<file path="src/rtl/reg_op_sequencer.sv">
// Serialises hold/clear/complement/load requests onto a 4-bit register and returns its readback.
// Optional shadow-model consistency check is enabled by defining REG_OP_MODEL_CHECK_EN.
module reg_op_sequencer #(
    parameter int DEPTH = 4
) (
    input  logic       clk,
    input  logic       rst,
    input  logic       cmd_valid,
    output logic       cmd_ready,
    input  logic [1:0] cmd_op,
    input  logic [3:0] cmd_data,
    output logic [1:0] sel,
    output logic [3:0] I,
    input  logic [3:0] A,
    output logic       rsp_valid,
    output logic [3:0] rsp_data,
    output logic       busy,
    output logic       mismatch
);
    localparam int AW = $clog2(DEPTH);
    localparam logic [AW:0]   CNT_ONE  = (AW+1)'(1);
    localparam logic [AW:0]   CNT_FULL = (AW+1)'(DEPTH);
    localparam logic [AW-1:0] PTR_ONE  = AW'(1);

    typedef enum logic [1:0] {
        ST_IDLE    = 2'b00,
        ST_ISSUE   = 2'b01,
        ST_CAPTURE = 2'b10
    } state_t;

    logic [5:0]    mem_r [DEPTH];
    logic [AW-1:0] wr_ptr_r;
    logic [AW-1:0] rd_ptr_r;
    logic [AW:0]   count_r;
    state_t        state_r;
    logic [1:0]    sel_r;
    logic [3:0]    i_r;
    logic          rsp_valid_r;
    logic [3:0]    rsp_data_r;
    logic          busy_r;

    logic          cmd_ready_s;
    logic          push_s;
    logic          pop_s;
    state_t        state_next_s;
    logic [AW:0]   count_next_s;
    logic [5:0]    head_s;

    // Handshake, pop decision, next state and next FIFO occupancy.
    always_comb begin
        cmd_ready_s  = (count_r < CNT_FULL);
        push_s       = cmd_valid && cmd_ready_s;
        pop_s        = 1'b0;
        state_next_s = state_r;
        head_s       = mem_r[rd_ptr_r];
        case (state_r)
            ST_IDLE: begin
                if (count_r != '0) begin
                    pop_s        = 1'b1;
                    state_next_s = ST_ISSUE;
                end else begin
                    state_next_s = ST_IDLE;
                end
            end
            ST_ISSUE: state_next_s = ST_CAPTURE;
            ST_CAPTURE: begin
                if (count_r != '0) begin
                    pop_s        = 1'b1;
                    state_next_s = ST_ISSUE;
                end else begin
                    state_next_s = ST_IDLE;
                end
            end
            default: state_next_s = ST_IDLE;
        endcase
        case ({push_s, pop_s})
            2'b10:   count_next_s = count_r + CNT_ONE;
            2'b01:   count_next_s = count_r - CNT_ONE;
            default: count_next_s = count_r;
        endcase
    end

    // Command storage; contents are don't-care until written.
    always_ff @(posedge clk) begin
        if (push_s) begin
            mem_r[wr_ptr_r] <= {cmd_op, cmd_data};
        end
    end

    // Sequencer FSM with FIFO pointers and all registered outputs.
    always_ff @(posedge clk) begin
        if (rst) begin
            state_r     <= ST_IDLE;
            wr_ptr_r    <= '0;
            rd_ptr_r    <= '0;
            count_r     <= '0;
            sel_r       <= 2'b00;
            i_r         <= 4'h0;
            rsp_valid_r <= 1'b0;
            rsp_data_r  <= 4'h0;
            busy_r      <= 1'b0;
        end else begin
            state_r <= state_next_s;
            count_r <= count_next_s;
            busy_r  <= (state_next_s != ST_IDLE) || (count_next_s != '0);
            if (push_s) begin
                wr_ptr_r <= wr_ptr_r + PTR_ONE;
            end
            if (pop_s) begin
                rd_ptr_r <= rd_ptr_r + PTR_ONE;
                sel_r    <= head_s[5:4];
                i_r      <= head_s[3:0];
            end else begin
                sel_r    <= 2'b00;
                i_r      <= 4'h0;
            end
            // A is stable during CAPTURE, so sample it at that state's closing edge.
            if (state_r == ST_CAPTURE) begin
                rsp_valid_r <= 1'b1;
                rsp_data_r  <= A;
            end else begin
                rsp_valid_r <= 1'b0;
            end
        end
    end

`ifdef REG_OP_MODEL_CHECK_EN
    logic [3:0] shadow_r;
    logic       shadow_valid_r;
    logic       mismatch_r;

    // Shadow of the register; it has no reset, so trust it only after clear or load.
    always_ff @(posedge clk) begin
        if (rst) begin
            shadow_r       <= 4'h0;
            shadow_valid_r <= 1'b0;
            mismatch_r     <= 1'b0;
        end else begin
            if (state_r == ST_ISSUE) begin
                case (sel_r)
                    2'b01: begin
                        shadow_r       <= 4'h0;
                        shadow_valid_r <= 1'b1;
                    end
                    2'b10: shadow_r <= ~shadow_r;
                    2'b11: begin
                        shadow_r       <= i_r;
                        shadow_valid_r <= 1'b1;
                    end
                    default: shadow_r <= shadow_r;
                endcase
            end
            if ((state_r == ST_CAPTURE) && shadow_valid_r && (A != shadow_r)) begin
                mismatch_r <= 1'b1;
            end
        end
    end

    assign mismatch = mismatch_r;
`else
    assign mismatch = 1'b0;
`endif

    assign cmd_ready = cmd_ready_s;
    assign sel       = sel_r;
    assign I         = i_r;
    assign rsp_valid = rsp_valid_r;
    assign rsp_data  = rsp_data_r;
    assign busy      = busy_r;

endmodule

</file>
<file path="config.mk">
export PLATFORM = sky130hd
export DESIGN_NAME = reg_op_sequencer
export DESIGN_NICKNAME = d
export VERILOG_FILES = /design/src/rtl/reg_op_sequencer.sv
export SDC_FILE = /design/constraint.sdc
export NUM_CORES = 1
export LEC_CHECK = 0
export CAP_MARGIN = 25
export CORE_UTILIZATION = 30
export CTS_BUF_LIST = sky130_fd_sc_hd__clkbuf_8
export CTS_CLUSTER_DIAMETER = 40
export CTS_CLUSTER_SIZE = 14
export DETAILED_ROUTE_END_ITERATION = 6
export GPL_TIMING_DRIVEN = 0
export PLACE_DENSITY = 0.5
export SLEW_MARGIN = 25
export SYNTH_ARGS = -nofsm -noshare
export SYNTH_HDL_FRONTEND = slang
export SYNTH_SLANG_ARGS = --single-unit
export TNS_END_PERCENT = 30
</file>
<file path="constraint.sdc">
create_clock -name clk -period 3.38 [get_ports clk]
set_clock_uncertainty 0.15 [all_clocks]
set_input_delay 1.014 -clock clk [delete_from_list [all_inputs] [get_ports clk]]
set_output_delay 1.014 -clock clk [all_outputs]
set_load 0.02 [all_outputs]
</file>
### Word level (Yosys, flattened, before mapping)

Memories as Yosys holds them, arrays and structs flattened. A register that Yosys moved wholly into a read port is not among the register bits.
Index checks and enable logic that the tools add are counted.
W data, S select, Z words.

* bits in writable memories: 24
* bits of input ports: 13
* memories kept: 1
* register bits after elaboration: 15

Memory list
* mem_r: words 4, width 6, read ports 1, clocked after memory_dff 1, wr ports 1, line 31 `logic [5:0] mem_r [DEPTH];`

* multiplexer cells: 8
* $add $sub $neg: 4
* bitwise logic cells: 1
* eq/ne operators: 4
* $lt $le $gt $ge: 1
* reduce and logical (&&, ||, !) cells: 8

Operator list (number)
* $mux W1: 6
* $pmux W3 S2: 1
* $reduce_bool A3 Y1: 2
* $add A2 B1 Y2 const B: 2
* $eq A2 B1 Y1 const B: 2
* $eq A2 B2 Y1 const B: 2
* $pmux W2 S2: 1
* $reduce_or A2 Y1: 2
* $add A3 B1 Y3 const B: 1
* $lt A3 B3 Y1 const B: 1
* $sub A3 B1 Y3 const B: 1
* $logic_not A2 Y1: 1
* $reduce_bool A2 Y1: 1
* $logic_and A1 B1 Y1: 1
* $logic_or A1 B1 Y1: 1
* $not A1 Y1: 1

### Longest topological paths before layout

Gate-level depths: netlist (run 1).

* depth after elaboration: 7
* depth in mapped cells: 9
* depth with buffers taken out: 8

### Least setup slack after synthesis (run 1)

OpenSTA, ideal clock, no wires.

* path kind: input -> register
* start point: input port cmd_valid
* end point: register busy_r, in the netlist busy
* buffers on the path: 1
* slack: 0.529 ns
* stages on the path: 9
* required time: 3.149 ns
* data arrival time: 2.621 ns
* path through: nor2b_1 clkbuf_1 inv_1 ha_1 inv_1 fa_1 nor2b_1 mux2_2 a41oi_1

* word-level cells in the longest chain between the ends: 5

Ends and longest elaborated chain
* start: declaration: line 8 `input logic cmd_valid,`
* $logic_and A1 B1 Y1 *: line 52 `push_s = cmd_valid && cmd_ready_s;`
* $eq A2 B1 Y1 or $eq A2 B2 Y1 (tied branches): line 76 `case ({push_s, pop_s})`
* $pmux W3 S2 *: line 76
* $reduce_bool A3 Y1 *: line 105 `busy_r <= (state_next_s != ST_IDLE) || (count_next_s != '0);`
* $logic_or A1 B1 Y1 *: line 105
* end signal: assignment: line 105
* end: declaration: line 40 `logic busy_r;`

Mark *: on every way between the ends. The rest lies on a longest branch, timed or not.
A chain may end at the register's enable or synchronous reset.

### Final worst setup path (run 1)

Ends and elaborated chain as after synthesis.

==> impl_metrics.csv, run 1 <==
group,metric,value,unit
setup_path,startpoint_type,"input pin",
sta,finalHoldViolations,0,
layout,num-nets-final,172,
sta,fmax,0.3220,GHz
yosys,synth_most_common_cell,"edfxtp_1",
layout,drive_gt1_share,9.091,%
setup_path,r2r_start,"count_r[0]",
floorplanning,core_area,5574,sq um
placement,place_congestion,0.7010,
clock_network,htreeDepth,2,
floorplanning,io_pins,27,
layout,design_area,2187,sq um
sta,worstMarginPinSlew,572.0,ps
sta,relSlewSlack,61.57,%
clock_network,clock-sinks,45,
yosys,synth-seq-cells,45,
drt,wl,2.795,mm
grt,grt_usage,10.00,%
setup_path,crit_fanout,7,
yosys,synth_top_flop_cell,"edfxtp_1",
floorplanning,die_y,78.71,um
power,p_leak,0.8145,nW
grt,grt_pass1_vias,962,
floorplanning,rows,27,
sta,fin_crit_sh,91.87,%
clock_network,cts_buffers,5,
grt,grt_max_degree,14,
yosys,syn_nets,140,
yosys,yosysTopAreaCell,"edfxtp_1",
setup_path,worstSetupPathType,"input pin to flop",
hold_path,hold_path_class,"flop to flop",
layout,num-fill-cells,516,
floorplanning,start_util,31.67,%
sta,hold_ws,319.5,ps
yosys,async_flop_share,0,%
job,drv_cap,0,
drt,drtPass1Iterations,4,
clock_network,path_clk_slew,80,ps
outcome,outcome,"complete, no violations",
power,power_density,725.2,nW/um^2
clock_network,clock_latency,290,ps
setup_path,r2r_end,"busy",
yosys,yosys_warnings,0,
sta,min_period,3105,ps
drt,vias,968,
placement,dpl_cell_area,2106,sq um
clock_network,ctsLongestPathBuffers,2,
yosys,synth-seq-area-share,64.64,%
setup_path,ff2ff_path_depth,8,
hold_path,min_to,"state_r[1]",
drt,drt-vias-per-instance,4.283,
power,worst_ir_drop_vdd,0.1903,mV
sta,rsz0062_at_grt,"false",
layout,final_cells,226,
floorplanning,die_x,78.71,um
yosys,synth.distinct_cells,30,
layout,area_growth,23.88,%
drt,drt-initial-drc-count,71,
setup_path,cp_data_arrival_time,3160,ps
setup_path,endpoint_kind,"flop",
layout,antenna_cells,0,
layout,utilization,39.24,%
setup_path,worstPathRequired,3440,ps
yosys,synth_top_area_share,40.82,%
setup_path,path_delay_family,"buffers and inverters",
placement,dp_hpwl,1.992,mm
hold_path,min-delay-start,"state_r[1]",
setup_path,r2r_slack,870,ps
drt,antenna_left,0,
clock_network,cts_root_buf,"clkbuf_8",
yosys,synth_edf_count,24,
setup_path,cp.depth,10,
yosys,synthTopCellsByArea,"edfxtp_1 41%, dfxtp_1 24%, mux4_1 8.9%",
placement,portBuffers,25,
setup_path,path_buf_inv,4,
floorplanning,die-area,6195,sq um
yosys,synthCells,121,
drt,drc,0,
setup_path,path_cells,"clkdlybuf4s50_1, nor2b_1, clkbuf_2, inv_1, ha_1, inv_1, fa_1, nor2b_1, mux2_2, a41oi_1",
sta,finalSetupTns,0,ps
grt,overflow,0,
yosys,synthesis.area,1765,sq um
sta,setup_viol,0,
drt,wl_per_cell,12.37,um
setup_path,critPathMaxStageDelay,450,ps
setup_path,slowest_stage,"clkdlybuf4s50_1",
placement,dp_cells,218,
yosys,yosys-top-cells-count,"24 x edfxtp_1, 21 x dfxtp_1, 9 x nor2_1, 9 x nor2b_1, 8 x inv_1",
yosys,avgSynthCellArea,14.59,sq um
grt,grt_antenna_before_repair,0,
sta,final-max-slew-violation-count,0,
clock_network,cts_tree,"done",
grt,grt_pass1_wl,4.533,mm
hold_path,hold_depth,1,
[repair_timing]
action                                  4_1_cts  5_1_grt
setup buffers                                 0        0
hold buffers                                  0        0
hold endpoints to repair                      0        0
resized for setup                             0        2
endpoints found under the setup margin        0        1
[state kept, by name (all words and copies together) (netlist names)]
register   count
mem_r         24
rd_ptr_r       2
rsp_valid      1
wr_ptr_r       2
count_r        3
I              4
state_r        2
rsp_data       4
sel            2
busy           1
[layer usage]
layer / wire (um) / GRT usage (%) / vias to the layer above / share of wire (%)
li1: - / - / 485 / -
met1: 1204 / 11.77 / 460 / 43
met2: 1425 / 16.17 / 18 / 51
met3: 99 / 2.414 / 5 / 3.5
met4: 65 / 6.667 / 0 / 2.3
met5: 0 / 0 / - / 0
[through the flow]
stage	setup WS, ps	total power (W)
6_report	274.9	0.001586
5_1_grt	134.5	0.001692
4_1_cts	140.8	0.001606
3_5_place_dp	-158.4	0.001299
3_3_place_gp	-126.3	0.001282
2_1_floorplan	528.7	0.001124
[cell type report]
type / instances / area (sq um) / area share [%]
Tap cell: 72 / 90.09 / 4.119
Clock inverter: 3 / 11.26 / 0.5149
Buffer: 7 / 41.29 / 1.888
Multi-Input combinational cell: 60 / 550.5 / 25.17
Inverter: 9 / 33.78 / 1.545
Timing Repair Buffer: 25 / 250.2 / 11.44
Sequential cell: 45 / 1141 / 52.17
Clock buffer: 5 / 68.82 / 3.146
[kinds of logic after synthesis]
group / synth area share, %
flip-flops: 64.63
multiplexers: 13.04
adder cells (fa/ha/maj): 4.678
XOR/XNOR: 1.489
other: 0.2124
AO/OA/AOI/OAI: 2.339
AND/OR/NAND/NOR: 9.426
buffers and inverters: 4.181
[layout by cell type (no fill, tap or decap), types with 3 or more instances in the layout]
cell type and instances:
clkdlybuf4s50_1 25, edfxtp_1 24, dfxtp_1 21, inv_1 10, nor2b_1 9, nor2_1 9, mux4_1 6, mux2i_1 5
ha_1 5, clkbuf_8 5, and2_1 4, a21oi_1 3
[worst max-delay path by stage]
stage | start | end | slack (ps)
2_1_floorplan | cmd_valid | busy | 530
6_report | cmd_valid | busy | 270
4_1_cts | cmd_valid | busy | 140
5_1_grt | cmd_valid | busy | 130
3_3_place_gp | cmd_valid | busy | -130
3_5_place_dp | cmd_valid | busy | -160
[worst reg2reg max path: cells and delay by family, from the launching register on]
kind	cells	cell delay (ps)
buffers and inverters	1	70
adder cells (fa/ha/maj)	2	630
multiplexers	1	260
AND/OR/NAND/NOR	3	750
AO/OA/AOI/OAI	1	220
flip-flops	1	350
[report_power, final]
| group | switching [W] | total [W] | leakage, nW | internal (W) |
|---|---|---|---|---|
| combinational | 0.000280 | 0.000566 | 0.374 | 0.000287 |
| clock | 0.000166 | 0.000304 | 0.0482 | 0.000138 |
| sequential | 0.0000395 | 0.000716 | 0.392 | 0.000677 |
| total | 0.000485 | 0.00159 | 0.815 | 0.00110 |
Power figures use the tool's default switching activity.
==> inputs of run 2 (changes only) <==
- HOLD_SLACK_MARGIN: unset -> 0.1
==> results of run 2 <==
Final layout, timing and power as in run 1 (identical DEF).
